## src/rtl/iob_axi2iob.sv

```systemverilog
// AXI4-full slave to IOb native master bridge.
// Each AXI beat becomes one IOb transaction. INCR and FIXED bursts are supported.
// Only one AXI transaction is outstanding at a time. Reads and writes are arbitrated
// round-robin.
// Ports:
//   clk_i, rst_n_i      clock, synchronous active-low reset
//   s_axi_aw*/w*/b*     AXI write address, write data and write response channels
//   s_axi_ar*/r*        AXI read address and read data channels
//   iob_valid_o ...     IOb master request: addr, wdata and wstrb (wstrb 0 = read)
//   iob_ready_i         IOb request accepted
//   iob_rvalid_i/rdata  IOb read data return
module iob_axi2iob #(
  parameter int unsigned ADDR_W    = 24,
  parameter int unsigned DATA_W    = 32,
  parameter int unsigned AXI_ID_W  = 1,
  parameter int unsigned AXI_LEN_W = 8
) (
  input  logic                  clk_i,
  input  logic                  rst_n_i,
  input  logic [AXI_ID_W-1:0]   s_axi_awid_i,
  input  logic [ADDR_W-1:0]     s_axi_awaddr_i,
  input  logic [AXI_LEN_W-1:0]  s_axi_awlen_i,
  input  logic [2:0]            s_axi_awsize_i,
  input  logic [1:0]            s_axi_awburst_i,
  input  logic                  s_axi_awvalid_i,
  output logic                  s_axi_awready_o,
  input  logic [DATA_W-1:0]     s_axi_wdata_i,
  input  logic [DATA_W/8-1:0]   s_axi_wstrb_i,
  input  logic                  s_axi_wlast_i,
  input  logic                  s_axi_wvalid_i,
  output logic                  s_axi_wready_o,
  output logic [AXI_ID_W-1:0]   s_axi_bid_o,
  output logic [1:0]            s_axi_bresp_o,
  output logic                  s_axi_bvalid_o,
  input  logic                  s_axi_bready_i,
  input  logic [AXI_ID_W-1:0]   s_axi_arid_i,
  input  logic [ADDR_W-1:0]     s_axi_araddr_i,
  input  logic [AXI_LEN_W-1:0]  s_axi_arlen_i,
  input  logic [2:0]            s_axi_arsize_i,
  input  logic [1:0]            s_axi_arburst_i,
  input  logic                  s_axi_arvalid_i,
  output logic                  s_axi_arready_o,
  output logic [AXI_ID_W-1:0]   s_axi_rid_o,
  output logic [DATA_W-1:0]     s_axi_rdata_o,
  output logic [1:0]            s_axi_rresp_o,
  output logic                  s_axi_rlast_o,
  output logic                  s_axi_rvalid_o,
  input  logic                  s_axi_rready_i,
  output logic                  iob_valid_o,
  output logic [ADDR_W-1:0]     iob_addr_o,
  output logic [DATA_W-1:0]     iob_wdata_o,
  output logic [DATA_W/8-1:0]   iob_wstrb_o,
  input  logic                  iob_ready_i,
  input  logic                  iob_rvalid_i,
  input  logic [DATA_W-1:0]     iob_rdata_i
);

  localparam int unsigned StrbW    = DATA_W / 8;
  localparam logic [2:0]  SizeFull = 3'($clog2(StrbW));
  localparam logic [ADDR_W-1:0] AddrInc = ADDR_W'(StrbW);
  localparam logic [1:0]  BurstFixed = 2'b00;
  localparam logic [1:0]  BurstIncr  = 2'b01;
  localparam logic [1:0]  RespSlvErr = 2'b10;

  localparam logic [2:0] StIdle  = 3'd0;
  localparam logic [2:0] StWData = 3'd1;
  localparam logic [2:0] StWResp = 3'd2;
  localparam logic [2:0] StRReq  = 3'd3;
  localparam logic [2:0] StRWait = 3'd4;
  localparam logic [2:0] StRData = 3'd5;

  logic [2:0]           state_q, state_d;
  logic [AXI_ID_W-1:0]  id_q, id_d;
  logic [ADDR_W-1:0]    addr_q, addr_d;
  logic [AXI_LEN_W-1:0] len_q, len_d;
  logic [AXI_LEN_W-1:0] cnt_q, cnt_d;
  logic                 incr_q, incr_d;
  logic                 err_q, err_d;
  logic                 prio_rd_q, prio_rd_d;  // read wins the next simultaneous request
  logic [DATA_W-1:0]    rdata_q, rdata_d;
  logic                 rgot_q, rgot_d;        // read data already captured in StRReq

  logic grant_w, grant_r, last_beat;

  always_comb begin
    state_d   = state_q;
    id_d      = id_q;
    addr_d    = addr_q;
    len_d     = len_q;
    cnt_d     = cnt_q;
    incr_d    = incr_q;
    err_d     = err_q;
    prio_rd_d = prio_rd_q;
    rdata_d   = rdata_q;
    rgot_d    = rgot_q;

    s_axi_awready_o = 1'b0;
    s_axi_arready_o = 1'b0;
    s_axi_wready_o  = 1'b0;
    s_axi_bvalid_o  = 1'b0;
    s_axi_bid_o     = '0;
    s_axi_bresp_o   = 2'b00;
    s_axi_rvalid_o  = 1'b0;
    s_axi_rid_o     = '0;
    s_axi_rdata_o   = '0;
    s_axi_rresp_o   = 2'b00;
    s_axi_rlast_o   = 1'b0;
    iob_valid_o     = 1'b0;
    iob_addr_o      = '0;
    iob_wdata_o     = '0;
    iob_wstrb_o     = '0;

    grant_w   = s_axi_awvalid_i & (~s_axi_arvalid_i | ~prio_rd_q);
    grant_r   = s_axi_arvalid_i & ~grant_w;
    last_beat = (cnt_q == len_q);

    case (state_q)
      StIdle: begin
        // Gated so no handshake is advertised while reset is being sampled.
        s_axi_awready_o = grant_w & rst_n_i;
        s_axi_arready_o = grant_r & rst_n_i;
        if (grant_w) begin
          id_d      = s_axi_awid_i;
          addr_d    = s_axi_awaddr_i;
          len_d     = s_axi_awlen_i;
          incr_d    = (s_axi_awburst_i == BurstIncr);
          err_d     = ((s_axi_awburst_i != BurstIncr) && (s_axi_awburst_i != BurstFixed)) ||
                      (s_axi_awsize_i != SizeFull);
          cnt_d     = '0;
          prio_rd_d = 1'b1;
          state_d   = StWData;
        end else if (grant_r) begin
          id_d      = s_axi_arid_i;
          addr_d    = s_axi_araddr_i;
          len_d     = s_axi_arlen_i;
          incr_d    = (s_axi_arburst_i == BurstIncr);
          err_d     = ((s_axi_arburst_i != BurstIncr) && (s_axi_arburst_i != BurstFixed)) ||
                      (s_axi_arsize_i != SizeFull);
          cnt_d     = '0;
          rgot_d    = 1'b0;
          prio_rd_d = 1'b0;
          state_d   = StRReq;
        end
      end

      StWData: begin
        if (err_q) begin
          s_axi_wready_o = 1'b1;  // drain beats without touching IOb
        end else begin
          s_axi_wready_o = iob_ready_i;
          iob_valid_o    = s_axi_wvalid_i;
          iob_addr_o     = addr_q;
          iob_wdata_o    = s_axi_wdata_i;
          iob_wstrb_o    = s_axi_wstrb_i;
        end
        if (s_axi_wvalid_i && s_axi_wready_o) begin
          cnt_d = cnt_q + AXI_LEN_W'(1);
          if (incr_q) addr_d = addr_q + AddrInc;
          if (s_axi_wlast_i != last_beat) err_d = 1'b1;
          if (last_beat) state_d = StWResp;
        end
      end

      StWResp: begin
        s_axi_bvalid_o = 1'b1;
        s_axi_bid_o    = id_q;
        s_axi_bresp_o  = err_q ? RespSlvErr : 2'b00;
        if (s_axi_bready_i) state_d = StIdle;
      end

      StRReq: begin
        if (err_q) begin
          rdata_d = '0;
          state_d = StRData;
        end else begin
          iob_valid_o = 1'b1;
          iob_addr_o  = addr_q;
          if (iob_ready_i) begin
            state_d = StRWait;
            if (iob_rvalid_i) begin
              rdata_d = iob_rdata_i;
              rgot_d  = 1'b1;
            end
          end
        end
      end

      StRWait: begin
        if (rgot_q || iob_rvalid_i) begin
          if (!rgot_q) rdata_d = iob_rdata_i;
          rgot_d  = 1'b0;
          state_d = StRData;
        end
      end

      StRData: begin
        s_axi_rvalid_o = 1'b1;
        s_axi_rid_o    = id_q;
        s_axi_rdata_o  = rdata_q;
        s_axi_rresp_o  = err_q ? RespSlvErr : 2'b00;
        s_axi_rlast_o  = last_beat;
        if (s_axi_rready_i) begin
          if (last_beat) begin
            state_d = StIdle;
          end else begin
            cnt_d   = cnt_q + AXI_LEN_W'(1);
            if (incr_q) addr_d = addr_q + AddrInc;
            rgot_d  = 1'b0;
            state_d = StRReq;
          end
        end
      end

      default: state_d = StIdle;
    endcase
  end

  always_ff @(posedge clk_i) begin
    if (!rst_n_i) begin
      state_q   <= StIdle;
      id_q      <= '0;
      addr_q    <= '0;
      len_q     <= '0;
      cnt_q     <= '0;
      incr_q    <= 1'b0;
      err_q     <= 1'b0;
      prio_rd_q <= 1'b0;
      rdata_q   <= '0;
      rgot_q    <= 1'b0;
    end else begin
      state_q   <= state_d;
      id_q      <= id_d;
      addr_q    <= addr_d;
      len_q     <= len_d;
      cnt_q     <= cnt_d;
      incr_q    <= incr_d;
      err_q     <= err_d;
      prio_rd_q <= prio_rd_d;
      rdata_q   <= rdata_d;
      rgot_q    <= rgot_d;
    end
  end

endmodule

```

## config.mk

```make
export PLATFORM = sky130hd
export DESIGN_NAME = iob_axi2iob
export DESIGN_NICKNAME = d
export VERILOG_FILES = /design/src/rtl/iob_axi2iob.sv
export SDC_FILE = /design/constraint.sdc
export NUM_CORES = 1
export LEC_CHECK = 0
export ABC_AREA = 1
export CORE_MARGIN = 8
export CORE_UTILIZATION = 35
export DETAILED_ROUTE_END_ITERATION = 10
export GPL_TIMING_DRIVEN = 1
export PLACE_DENSITY = 0.68
export RECOVER_POWER = 100
export SLEW_MARGIN = 20
export SYNTH_ARGS = -nofsm -noshare
export SYNTH_HDL_FRONTEND = slang
export SYNTH_SLANG_ARGS = --single-unit
```

## constraint.sdc

```tcl
create_clock -name clk_i -period 5.18 [get_ports clk_i]
set_input_delay 0.518 -clock clk_i [delete_from_list [all_inputs] [get_ports clk_i]]
set_output_delay 0.518 -clock clk_i [all_outputs]
set_load 0.02 [all_outputs]
```

==> results.md <==
- Slew headroom: -1.44%
- TritonCTS clock tree: yes
- Power Dens Cells: 393 nW/um2
- Simple-Gate Fraction of Synth Area: between 40% and 50%
- Global route total overflow: 0
- Fillers: between 1500 and 2000
- Xor/xnor share of the synthesized area: 1.48%
- Largest stage delay on the critical path: 720 ps
- First-pass GRT wire length: 32900 um
- Share of power burned in combinational logic: 52.4%
- Nature of the critical path endpoint: output pin
- Synth Area in Adders: 0.471%
- Count leader, synth: nand2_1
- Mapped cell area: 5310 um2
- Hold Vio Cnt, Final: 0
- Yosys top cell by area: dfxtp_1
- Vias in the first global route: ~6400
- Highest metal used: met4
- Final cell count without fillers: 1348
- Ys async rst share: 0%
- Largest family of logic cells by synthesized area: simple AND/OR/NAND/NOR gates
- Cell variety after synth: 36
- Synth top area cells: dfxtp_1 (30%), nand2_1 (17%), nor2_1 (14%), inv_1 (7.1%), a21oi_1 (6.5%)
- Layout cells sized above 1: 2.67%
- Die Y: 139 um
- CP Depth: 6
- Power Internal: 1.75 mW
- Fmax achieved: roughly 240 MHz
- Syn avg cell area: 5.72 um2
- Psw: 1.49 mW
- Max VDD drop: between 0.2 and 0.3 mV
- Top-area cell type share of the netlist area: between 30% and 40%
- Drt drc: 0
- Synth cell count leaders: nand2_1 (236), nor2_1 (205), inv_1 (100), dfxtp_1 (80), a21oi_1 (69)
- R2R depth: 8
- Area delta synth->final: 55.2%
- Mapped Cells: between 900 and 1000
- Worst Max-Slew Pin Slew: 1520 ps
- Sequential share of the synthesized area: 30.2%
- Post-synth EDFFs: 0
- Dpl cells: 1332
- Worst Path Arrival: 3690 ps
- Seq cells post-synth: 80
- Vias per cell: 4.84
- Max Clock Skew: 15.4 ps
- Routed length per placed instance: 15.1 um
- Routed met2 length: 9760 um
- Ant diodes: 0
- CP most frequent cell: nor2_1
- Complex-gate fraction of the synthesized area: 14.3%
- CP Max Fanout: 39
- CP Class: register to output pin
- ANT nets after route: 0
- Startpoint types: register
- First drt pass iteration count: 5
- Core area: ~15000 um2
- # IOs: 259
- Synth warn: 0
- Cell Chain, Critical Path: nand2_1 -> nor2_1 -> inv_1 -> clkbuf_2 -> nor2_1 -> dlygate4sd3_1
- Nets: between 1000 and 1500
- Hold Crit Class: register to register
- Routability Congestion: 0.860
- Clock tree sinks: 80
- Clock group share of total power: 20.8%
- Violated checks: capacitance limit, slew limit
- Sw Share: a little under half
- MaxCap Viol Count: 1
- Initial drt markers: 353
- Die width: 139 um
- CTS resizes: 0
- Slew Limit Fails: 32
- Fin crit share: just over 80%
- Status: finished with violations
- Pin count of the biggest net entering global routing: 45
- CP required: 4660 ps
- Tmin final: 4210 ps
- Pleak: around 3.6 nW
- Total Wirelength: 20400 um
- Hpwl dp: between 15000 and 20000 um
- Setup Fix Bufs, Post-CTS: 0
- Via count: 6519
- Total negative slack: 0 ps
- Mux cell area share after synthesis: 0%
- Clock Pin Slew Worst Setup and Hold Paths: 70 ps
- Final Power: 3.24 mW
- CTS Buf Count: 9
- Final Setup Violations: 0
- Met3 Routed Length: 1820 um
- Main synth FF type: dfxtp_1
- DRT met1 WL: 8590 um
- CP Buf/Inv Count: 3
- WHS Path Cells: 2
- CTS max path bufs: 2
- Crit path max-delay family: simple AND/OR/NAND/NOR gates
- Die area: between 15000 and 20000 um2
- H-tree depth: 3
- Clock latency on the worst-skew pair: 350 ps
- All-Layer GR Usage: 20.8%
- Clock root buffer: clkbuf_16
- Slowest-stage cell, CP: dlygate4sd3_1
- RSZ-0062 raised after global routing: false
- Initial antenna violation count: 0
- CTS hold repair buffers: 0
- Rows: 45
- Port-buffer cells: 256
- Initial core utilization: 35.3%
- Flop pwr share: 26.8%
[layout by cell type (no fill, tap or decap), types with 4 or more instances in the layout]
master / instances
nand2_1: 236
nor2_1: 206
clkdlybuf4s50_1: 156
inv_1: 101
dlygate4sd3_1: 100
dfxtp_1: 80
a21oi_1: 69
nand3_1: 67
o21ai_0: 51
nand4_1: 12
clkbuf_16: 9
nor3_1: 8
xnor2_1: 5
a221oi_1: 5
buf_4: 5
clkinv_1: 4
xor2_1: 4
nor3b_1: 4
[per-layer routing]
| metal | global-route usage, % | vias up |
|---|---|---|
| met2 | 35.9 | 217 |
| met1 | 23.6 | 2918 |
| met3 | 8.12 | 16 |
| met4 | 4.85 | 0 |
| li1 | - | 3368 |
| met5 | 0 | - |
[stage by stage]
stage	area, um2	utilization (%)	setup WS, ps	hold slack (ps)
detailed placement	7950	52.9	1770	459
floorplan	5320	-	3120	439
CTS	8260	55.0	1370	469
global placement	7950	52.9	1950	449
finish	8240	54.8	968	461
global route	8240	54.8	603	487
[power by group through the flow]
stage / clock (mW) / combinational (mW) / sequential [mW]
after global routing: 0.720 / 1.93 / 0.886
after floorplan: 0 / 1.21 / 0.849
after detailed placement: 0 / 1.75 / 0.881
after global placement: 0 / 1.75 / 0.877
after CTS: 0.694 / 1.75 / 0.868
final: 0.675 / 1.70 / 0.869
[area by class of cell]
class                           count  area [um2]  area share (%)
Inverter                          107         402            4.87
Clock buffer                       10         239            2.90
Timing Repair Buffer              265        2620            31.7
Clock inverter                      6        73.8           0.896
Tap cell                          188         235            2.85
Multi-Input combinational cell    692        3070            37.3
Sequential cell                    80        1600            19.4
[cells by family (layout without fill, tap and decap cells)]
| logic type | Yosys count | after routing |
|---|---|---|
| xor gates and xnor gates | 9 | 9 |
| and+or+nand+nor | 540 | 540 |
| DFF | 80 | 80 |
| other | 1 | 2 |
| adders and majority gates | 2 | 2 |
| AOI/OAI and AO/OA | 139 | 139 |
| buffers and inverters | 158 | 388 |
[final timing paths]
check / start / endpoint / slack, ps
min reg2reg: rgot_q / rgot_q / 460
max: state_q[0] / iob_wdata_o[25] / 970
max reg2reg: state_q[1] / addr_q[16] / 1710
min: rgot_q / rgot_q / 460
[state kept, by name (all words and copies together) (netlist names)]
| name | flops |
|---|---|
| rdata_q | 32 |
| addr_q | 24 |
| cnt_q | 8 |
| len_q | 8 |
| state_q | 3 |
| err_q | 1 |
| id_q | 1 |
| incr_q | 1 |
| prio_rd_q | 1 |
| rgot_q | 1 |
[tightest hold or removal path, cell delays in order, from the launching register on]
cell	delay [ps]
dfxtp_1	310
nand2_1	60
a21oi_1	50
(Power assumes the default switching activity.)
